### config.mk
export PLATFORM = sky130hd
export DESIGN_NAME = llc_req_arbiter
export DESIGN_NICKNAME = d
export VERILOG_FILES = /design/src/rtl/llc_req_arbiter.sv
export SDC_FILE = /design/constraint.sdc
export NUM_CORES = 1
export LEC_CHECK = 0
export CORE_AREA = 5 5 165 167
export CTS_CLUSTER_DIAMETER = 150
export DETAILED_ROUTE_END_ITERATION = 10
export DIE_AREA = 0 0 170 172
export PLACE_DENSITY = 0.78
export SETUP_SLACK_MARGIN = 0.2
export SLEW_MARGIN = 10
export SYNTH_ARGS = -nofsm -noshare
export SYNTH_HDL_FRONTEND = slang
export SYNTH_SLANG_ARGS = --single-unit
### constraint.sdc
create_clock -name clk -period 1.65 [get_ports clk]
set_clock_uncertainty 0.15 [all_clocks]
set_input_delay 0.2475 -clock clk [delete_from_list [all_inputs] [get_ports clk]]
set_output_delay 0.2475 -clock clk [all_outputs]
set_load 0.05 [all_outputs]
### src/rtl/llc_req_arbiter.sv
// Two-client round-robin arbiter (CPU LLC = client 0, USB DMA = client 1) onto one
// downstream read/write request port. Optional timeout abort: define LLC_ARB_TIMEOUT_EN.
module llc_req_arbiter #(
    parameter int DATA_WIDTH     = 64,
    parameter int ADDR_WIDTH     = 32,
    parameter int TIMEOUT_CYCLES = 1024
) (
    input  logic                    clk,
    input  logic                    rst,
    input  logic [1:0]              cl_rd_req,
    input  logic [1:0]              cl_wr_req,
    input  logic [2*ADDR_WIDTH-1:0] cl_addr,
    input  logic [2*DATA_WIDTH-1:0] cl_wdata,
    output logic [DATA_WIDTH-1:0]   cl_rdata,
    output logic [1:0]              cl_done,
    output logic [1:0]              cl_err,
    output logic                    busy,
    output logic                    read_request,
    output logic                    write_request,
    output logic [ADDR_WIDTH-1:0]   write_address,
    output logic [DATA_WIDTH-1:0]   write_data,
    input  logic [DATA_WIDTH-1:0]   read_data,
    input  logic                    axi_valid,
    input  logic                    axi_ready
);

    typedef enum logic [1:0] {IDLE, ISSUE, DONE} state_e;

    if (TIMEOUT_CYCLES < 1) begin : g_bad_timeout
        $error("TIMEOUT_CYCLES must be at least 1");
    end

    state_e                  state_q, state_d;
    logic                    g_q, g_d;
    logic                    op_wr_q, op_wr_d;
    logic                    last_grant_q, last_grant_d;
    logic                    rd_req_q, rd_req_d;
    logic                    wr_req_q, wr_req_d;
    logic [ADDR_WIDTH-1:0]   addr_q, addr_d;
    logic [DATA_WIDTH-1:0]   wdata_q, wdata_d;
    logic [DATA_WIDTH-1:0]   rdata_q, rdata_d;
    logic [1:0]              done_q, done_d;

    logic [1:0]              pending;
    logic                    grant_idx;
    logic                    done_hit;
    logic                    timeout_hit;

`ifdef LLC_ARB_TIMEOUT_EN
    localparam int CNT_W = $clog2(TIMEOUT_CYCLES) + 1;
    logic [CNT_W-1:0]        cnt_q, cnt_d;
    logic [1:0]              err_q, err_d;
`endif

    assign pending = cl_rd_req | cl_wr_req;
    // On a tie the client that did not win last time takes the grant.
    assign grant_idx = (pending == 2'b11) ? ~last_grant_q : pending[1];
    // Only the strobe matching the issued operation counts as completion.
    assign done_hit  = op_wr_q ? axi_ready : axi_valid;

`ifdef LLC_ARB_TIMEOUT_EN
    assign timeout_hit = (cnt_q == CNT_W'(TIMEOUT_CYCLES)) && !done_hit;
`else
    assign timeout_hit = 1'b0;
`endif

    always_ff @(posedge clk or negedge rst) begin
        if (!rst) begin
            state_q <= IDLE;
        end else begin
            state_q <= state_d;
        end
    end

    always_comb begin
        state_d = state_q;
        case (state_q)
            IDLE:    if (|pending) state_d = ISSUE;
            ISSUE:   if (done_hit || timeout_hit) state_d = DONE;
            DONE:    state_d = IDLE;
            default: state_d = IDLE;
        endcase
    end

    always_comb begin
        g_d          = g_q;
        op_wr_d      = op_wr_q;
        last_grant_d = last_grant_q;
        rd_req_d     = rd_req_q;
        wr_req_d     = wr_req_q;
        addr_d       = addr_q;
        wdata_d      = wdata_q;
        rdata_d      = rdata_q;
        done_d       = '0;
`ifdef LLC_ARB_TIMEOUT_EN
        err_d        = '0;
        cnt_d        = cnt_q;
`endif
        case (state_q)
            IDLE: begin
                if (|pending) begin
                    g_d          = grant_idx;
                    op_wr_d      = cl_wr_req[grant_idx];
                    last_grant_d = grant_idx;
                    wr_req_d     = cl_wr_req[grant_idx];
                    rd_req_d     = ~cl_wr_req[grant_idx];
                    addr_d       = grant_idx ? cl_addr[2*ADDR_WIDTH-1:ADDR_WIDTH]
                                             : cl_addr[ADDR_WIDTH-1:0];
                    wdata_d      = grant_idx ? cl_wdata[2*DATA_WIDTH-1:DATA_WIDTH]
                                             : cl_wdata[DATA_WIDTH-1:0];
`ifdef LLC_ARB_TIMEOUT_EN
                    cnt_d        = '0;
`endif
                end
            end
            ISSUE: begin
                if (done_hit) begin
                    done_d[g_q] = 1'b1;
                    rd_req_d    = 1'b0;
                    wr_req_d    = 1'b0;
                    if (!op_wr_q) rdata_d = read_data;
                end else if (timeout_hit) begin
`ifdef LLC_ARB_TIMEOUT_EN
                    err_d[g_q]  = 1'b1;
`endif
                    rd_req_d    = 1'b0;
                    wr_req_d    = 1'b0;
                end else begin
`ifdef LLC_ARB_TIMEOUT_EN
                    cnt_d       = cnt_q + 1'b1;
`endif
                end
            end
            default: ;
        endcase
    end

    always_ff @(posedge clk or negedge rst) begin
        if (!rst) begin
            g_q          <= 1'b0;
            op_wr_q      <= 1'b0;
            last_grant_q <= 1'b1;
            rd_req_q     <= 1'b0;
            wr_req_q     <= 1'b0;
            addr_q       <= '0;
            wdata_q      <= '0;
            rdata_q      <= '0;
            done_q       <= '0;
        end else begin
            g_q          <= g_d;
            op_wr_q      <= op_wr_d;
            last_grant_q <= last_grant_d;
            rd_req_q     <= rd_req_d;
            wr_req_q     <= wr_req_d;
            addr_q       <= addr_d;
            wdata_q      <= wdata_d;
            rdata_q      <= rdata_d;
            done_q       <= done_d;
        end
    end

`ifdef LLC_ARB_TIMEOUT_EN
    always_ff @(posedge clk or negedge rst) begin
        if (!rst) begin
            cnt_q <= '0;
            err_q <= '0;
        end else begin
            cnt_q <= cnt_d;
            err_q <= err_d;
        end
    end
    assign cl_err = err_q;
`else
    assign cl_err = '0;
`endif

    assign busy          = (state_q != IDLE);
    assign cl_done       = done_q;
    assign cl_rdata      = rdata_q;
    assign read_request  = rd_req_q;
    assign write_request = wr_req_q;
    assign write_address = addr_q;
    assign write_data    = wdata_q;

endmodule

# ---- After elaboration in Yosys (flattened, before gate mapping)
# Index checks and enable logic that the tools add are counted.
# Widths: inputs -> output; s select.
dict set report op_classes {
  n_mux 18
  order_cmp 3
  bitwise 4
  eq_ne 4
  n_reduce_logical 9
}
# cell count
set op_table {}
lappend op_table {{$mux 64} 1}
lappend op_table {{$mux 32} 1}
lappend op_table {{$mux 1} 8}
lappend op_table {{$mux 2} 4}
lappend op_table {{$reduce_and 3->1} 2}
lappend op_table {{$lt 1x2->1 const B} 2}
lappend op_table {{$ne 2x2->1 const B} 2}
lappend op_table {{$pmux 1 s2} 2}
lappend op_table {{$pmux 2 s2} 1}
lappend op_table {{$reduce_and 2->1} 2}
lappend op_table {{$reduce_bool 2->1} 2}
lappend op_table {{$not 1->1} 3}
lappend op_table {{$eq 2x1->1 const B} 1}
lappend op_table {{$eq 2x2->1 const B} 1}
lappend op_table {{$logic_not 2->1} 1}
lappend op_table {{$or 2x2->2} 1}
lappend op_table {{$reduce_or 2->1} 1}
lappend op_table {{$demux 1 s1} 1}
lappend op_table {{$ge 1x1->1 const B} 1}
lappend op_table {{$logic_and 1x1->1} 1}
dict set report totals {
  regBits 169
  out_inout_bits 167
}

# ---- Longest topological paths before layout
dict set report logic_depth {
  word_depth 8
  depth_mapped 6
}

# ---- Worst setup path before layout
# OpenSTA, ideal clock, no wires.
dict set report synth_timing {
  kind {reg-to-reg}
  startpoint {reg state_q[1]}
  endpoint {reg wdata_q[53], in the netlist write_data[53]}
  slack_ns -0.228
  setup_ns 0.132
  arrival_time_ns 1.596
  period_less_slack_ns 1.878
  path_stages_with_launch 7
  path_buffers 3
  cell_sequence {dfrtp_1 or2_0 buf_2 buf_2 clkbuf_1 a311oi_1 a2bb2oi_1}
}
dict set report synth_between {
  elab_chain_len 2
}
# element line
set synth_rtl {}
lappend synth_rtl {{start, declared} 33} ;# state_e state_q, state_d;
lappend synth_rtl {{start signal, assigned} 71} ;# state_q <= state_d;
lappend synth_rtl {{$logic_not 2->1} 99} ;# case (state_q)
lappend synth_rtl {{$reduce_and 2->1 (no source line)} --}
lappend synth_rtl {{end signal, assigned} 156} ;# wdata_q <= wdata_d;
lappend synth_rtl {{end, declared} 40} ;# logic [DATA_WIDTH-1:0] wdata_q, wdata_d;
# No other way between the ends.
# A chain may end at the register's enable or synchronous reset.

# ---- Final worst setup path
dict set report layout_timing {
  startpoint {reg last_grant_q}
  endpoint {reg wdata_q[8], in the netlist write_data[8]}
}
dict set report layout_between {
  elab_chain_len 3
}
# element line
set layout_rtl {}
lappend layout_rtl {{start, declared} 36} ;# logic last_grant_q, last_grant_d;
lappend layout_rtl {{start signal, assigned} 152} ;# last_grant_q <= last_grant_d;
lappend layout_rtl {{$not 1->1} 57} ;# assign grant_idx = (pending == 2'b11) ? ~last_grant_q : pending[1];
lappend layout_rtl {{$mux 1} 57}
lappend layout_rtl {{$mux 64} 109} ;# wdata_d = grant_idx ? cl_wdata[2*DATA_WIDTH-1:DATA_WIDTH]
# No other way between the ends.

==> metrics.cfg <==
[logic_synthesis]
ys.flop_type = dfrtp_1
ys_ff_latch = 169
seq_area_frac_synth = 0.5446
synth_compound_area_frac = 0.2908
synth_top_family_by_area = compound AO/OA/AOI/OAI gates
synth.cells.most_frequent = dfrtp_1, o21ai_0, a2bb2oi_1, a311oi_1, mux2_2
muxShareOfSynthArea = 0.09407
synthSimpleGateAreaFrac = 0.01160
netlist_area_um2 = 7767
synthArstFlopShare = 1.000
synth_fa_ha_area_frac = 0
avgSynthCellArea_um2 = 12.25
synth-edff-count = 0
synthTopCellsByArea = dfrtp_1, a2bb2oi_1, a311oi_1
yosysWarnings = 0
synthCells = 634
yosysTopAreaCell = dfrtp_1
synth-xor-area-share = 0
synth_top_area_frac = 0.5412
synth.most_common_cell = dfrtp_1
synth_cell_types = 36

[global_route]
grt_pass1_vias = 8770
grt_pass1_wl_um = 51630
grt_max_degree = 60
antenna_found_initial = 2
overflow = 0
track_usage = 0.2262

[floorplan]
coreArea_um2 = 25620
die_w_um = 170
start_util = 0.3032
die-area_um2 = 29240
die_h_um = 172
rows = 59
ios = 431

[worst_hold_path]
min_path_type = in -> async

[placement]
hpwl_um = 23500
io_buffers = 428
gp_congestion = 0.7939
dpl_cell_area_um2 = 13470
placed_cells_incl_taps = 1382

[clocking]
cts.sinks = 169
root_buffer = clkbuf_16
cts_inserted_buffers = 17
htreeDepth = 4
cts_tree = built
path_clk_slew_ns = 0.09
cts_buffer_depth = 2
insertion_delay_ns = 0.42

[power]
switching_share = 0.4576
vdd.ir_drop.worst_mv = 1.679
power_leakage_nw = 6.653
pwr-share-seq = 0.203
comb_power_share = 0.699
total_power_mw = 41.11
p_per_area_nw_per_um2 = 2466
cell_internal_pwr_mw = 22.30
p_switching_mw = 18.81
p_clk_frac = 0.098

[routing]
vias = 8373
dr_wl_met3_um = 3536
wl_per_cell_um = 26.30
wl_met1_um = 14950
wl_met2_um = 19290
wirelength_um = 39210
routed.top_layer = met5
drc = 0
drtPass1Iterations = 5
drtIter0Drc = 687
antenna_left = 0
avgViaCountPerCell = 5.616

[final_layout]
nNetsFinal = 1406
syn2layout_area_growth_pct = 114.6
layout-drive-gt1-share = 0.5056
final_area_um2 = 16670
stdcell_count = 1491

[critical_path]
cpMostUsedCell = buf_12
critPathMaxFanout = 6
slowest_delay_ns = 0.61
start_kind = register
path_cells = o21ai_4 -> buf_12 -> buf_12 -> clkbuf_16 -> a311oi_2 -> a2bb2oi_1
crit_slowest_cell = dfstp_2
crit_type = reg -> reg
cp-end-kind = register
cp_top_family = flip-flops
cp.arrival_ns = 2.00
cp_data_required_time_ns = 1.81
cp.buffers_inverters = 3

[timing]
fin_crit_ns = 1.842
fin_crit_sh = 1.116
slew_viol_final = 0
fmax_mhz = 542.9
hold_viol_final = 0
fin_ws_ns = -0.1918
finalSetupViolations = 160
rsz0062_at_grt = true

[run]
maxCapViolCount = 0

[run_status]
outcome = finished with violations
violations = negative setup slack

## stage by stage
step           utilization  worst slack [ns]  setup TNS (ns)  hold WS (ns)
2_1_floorplan            -           0.06096               0       -0.1981
3_3_place_gp        0.5257           -0.5826          -58.49       0.02727
3_5_place_dp        0.5257           -0.6863          -63.01       0.02997
4_1_cts             0.5979           -0.1324          -6.676        0.1309
5_1_grt             0.6507           -0.2202          -16.28        0.1374
6_report            0.6507           -0.1918          -9.254        0.1357
## power by group through the flow
stage                     Sequential (mW)  Combinational, mW  Clock, mW
after detailed placement             8.13               21.8          0
after CTS                            8.17               25.1       4.09
after floorplan                      14.6               5.73          0
after global placement               8.07               21.4          0
after global routing                 8.56               29.6       4.28
final                                8.34               28.7       4.04
## logic make-up (layout without fill, tap and decap cells)
group | after synthesis | after routing
buf+inv | 85 | 605
mux | 65 | 65
flops | 169 | 169
simple gates | 12 | 12
other cells | 1 | 3
compound gates | 302 | 302
## final timing paths
kind / start / slack, ns / depth (start not counted) / endpoint
hold / removal: rst / 0.14 / 2 / cl_rdata[19]$_DFFE_PN0P_
min in group clk: cl_addr[29] / 0.23 / 3 / write_address[29]$_DFFE_PN0P_
max in group asynchronous: rst / 0.61 / 3 / write_address[31]$_DFFE_PN0P_
setup reg to reg: last_grant_q$_DFFE_PN1P_ / -0.19 / 6 / write_data[8]$_DFFE_PN0P_
setup / recovery: last_grant_q$_DFFE_PN1P_ / -0.19 / 6 / write_data[8]$_DFFE_PN0P_
hold reg to reg: g_q$_DFFE_PN0P_ / 0.30 / 1 / cl_done[0]$_DFF_PN0_
## cell type report
cell class	count	area, um2
Tap cell	335	419.2
Sequential cell	169	4237
Multi-Input combinational cell	381	4429
Timing Repair Buffer	571	6989
Fill cell	1830	8949
Clock inverter	14	153.9
Inverter	2	7.507
Antenna cell	1	2.502
Clock buffer	18	429.2
## cells in the final DEF (no fill, tap or decap), drive strengths merged, types with 2 or more instances in the layout
master / instances
clkdlybuf4s50: 258
or2: 3
nor2: 3
a311oi: 96
inv: 7
clkbuf: 28
dlygate4sd2: 4
clkinv: 8
a2bb2oi: 96
o21ai: 104
dfrtp: 168
buf: 297
conb: 2
mux2: 64
## metal layers
metal | GRT usage | up-vias
met1 | 0.2750 | 4220
li1 | - | 3554
met2 | 0.3813 | 501
met4 | 0.08715 | 2
met5 | 0 | -
met3 | 0.06630 | 96
## flip-flops by register name (all words and copies together) (netlist names)
signal / flops
cl_rdata: 64
write_data: 64
write_address: 32
cl_done: 2
state_q: 2
g_q: 1
last_grant_q: 1
op_wr_q: 1
read_request: 1
write_request: 1
## timing repair
action                                 CTS  global route
hold buffers                             1             0
pin swaps                               39            66
buffers inserted                        17            30
gates cloned                            12            16
gates resized for setup                142           165
setup endpoints to repair              174           220
endpoints found under the hold margin  169             0
No activity file was read; power rests on OpenSTA's default activity.
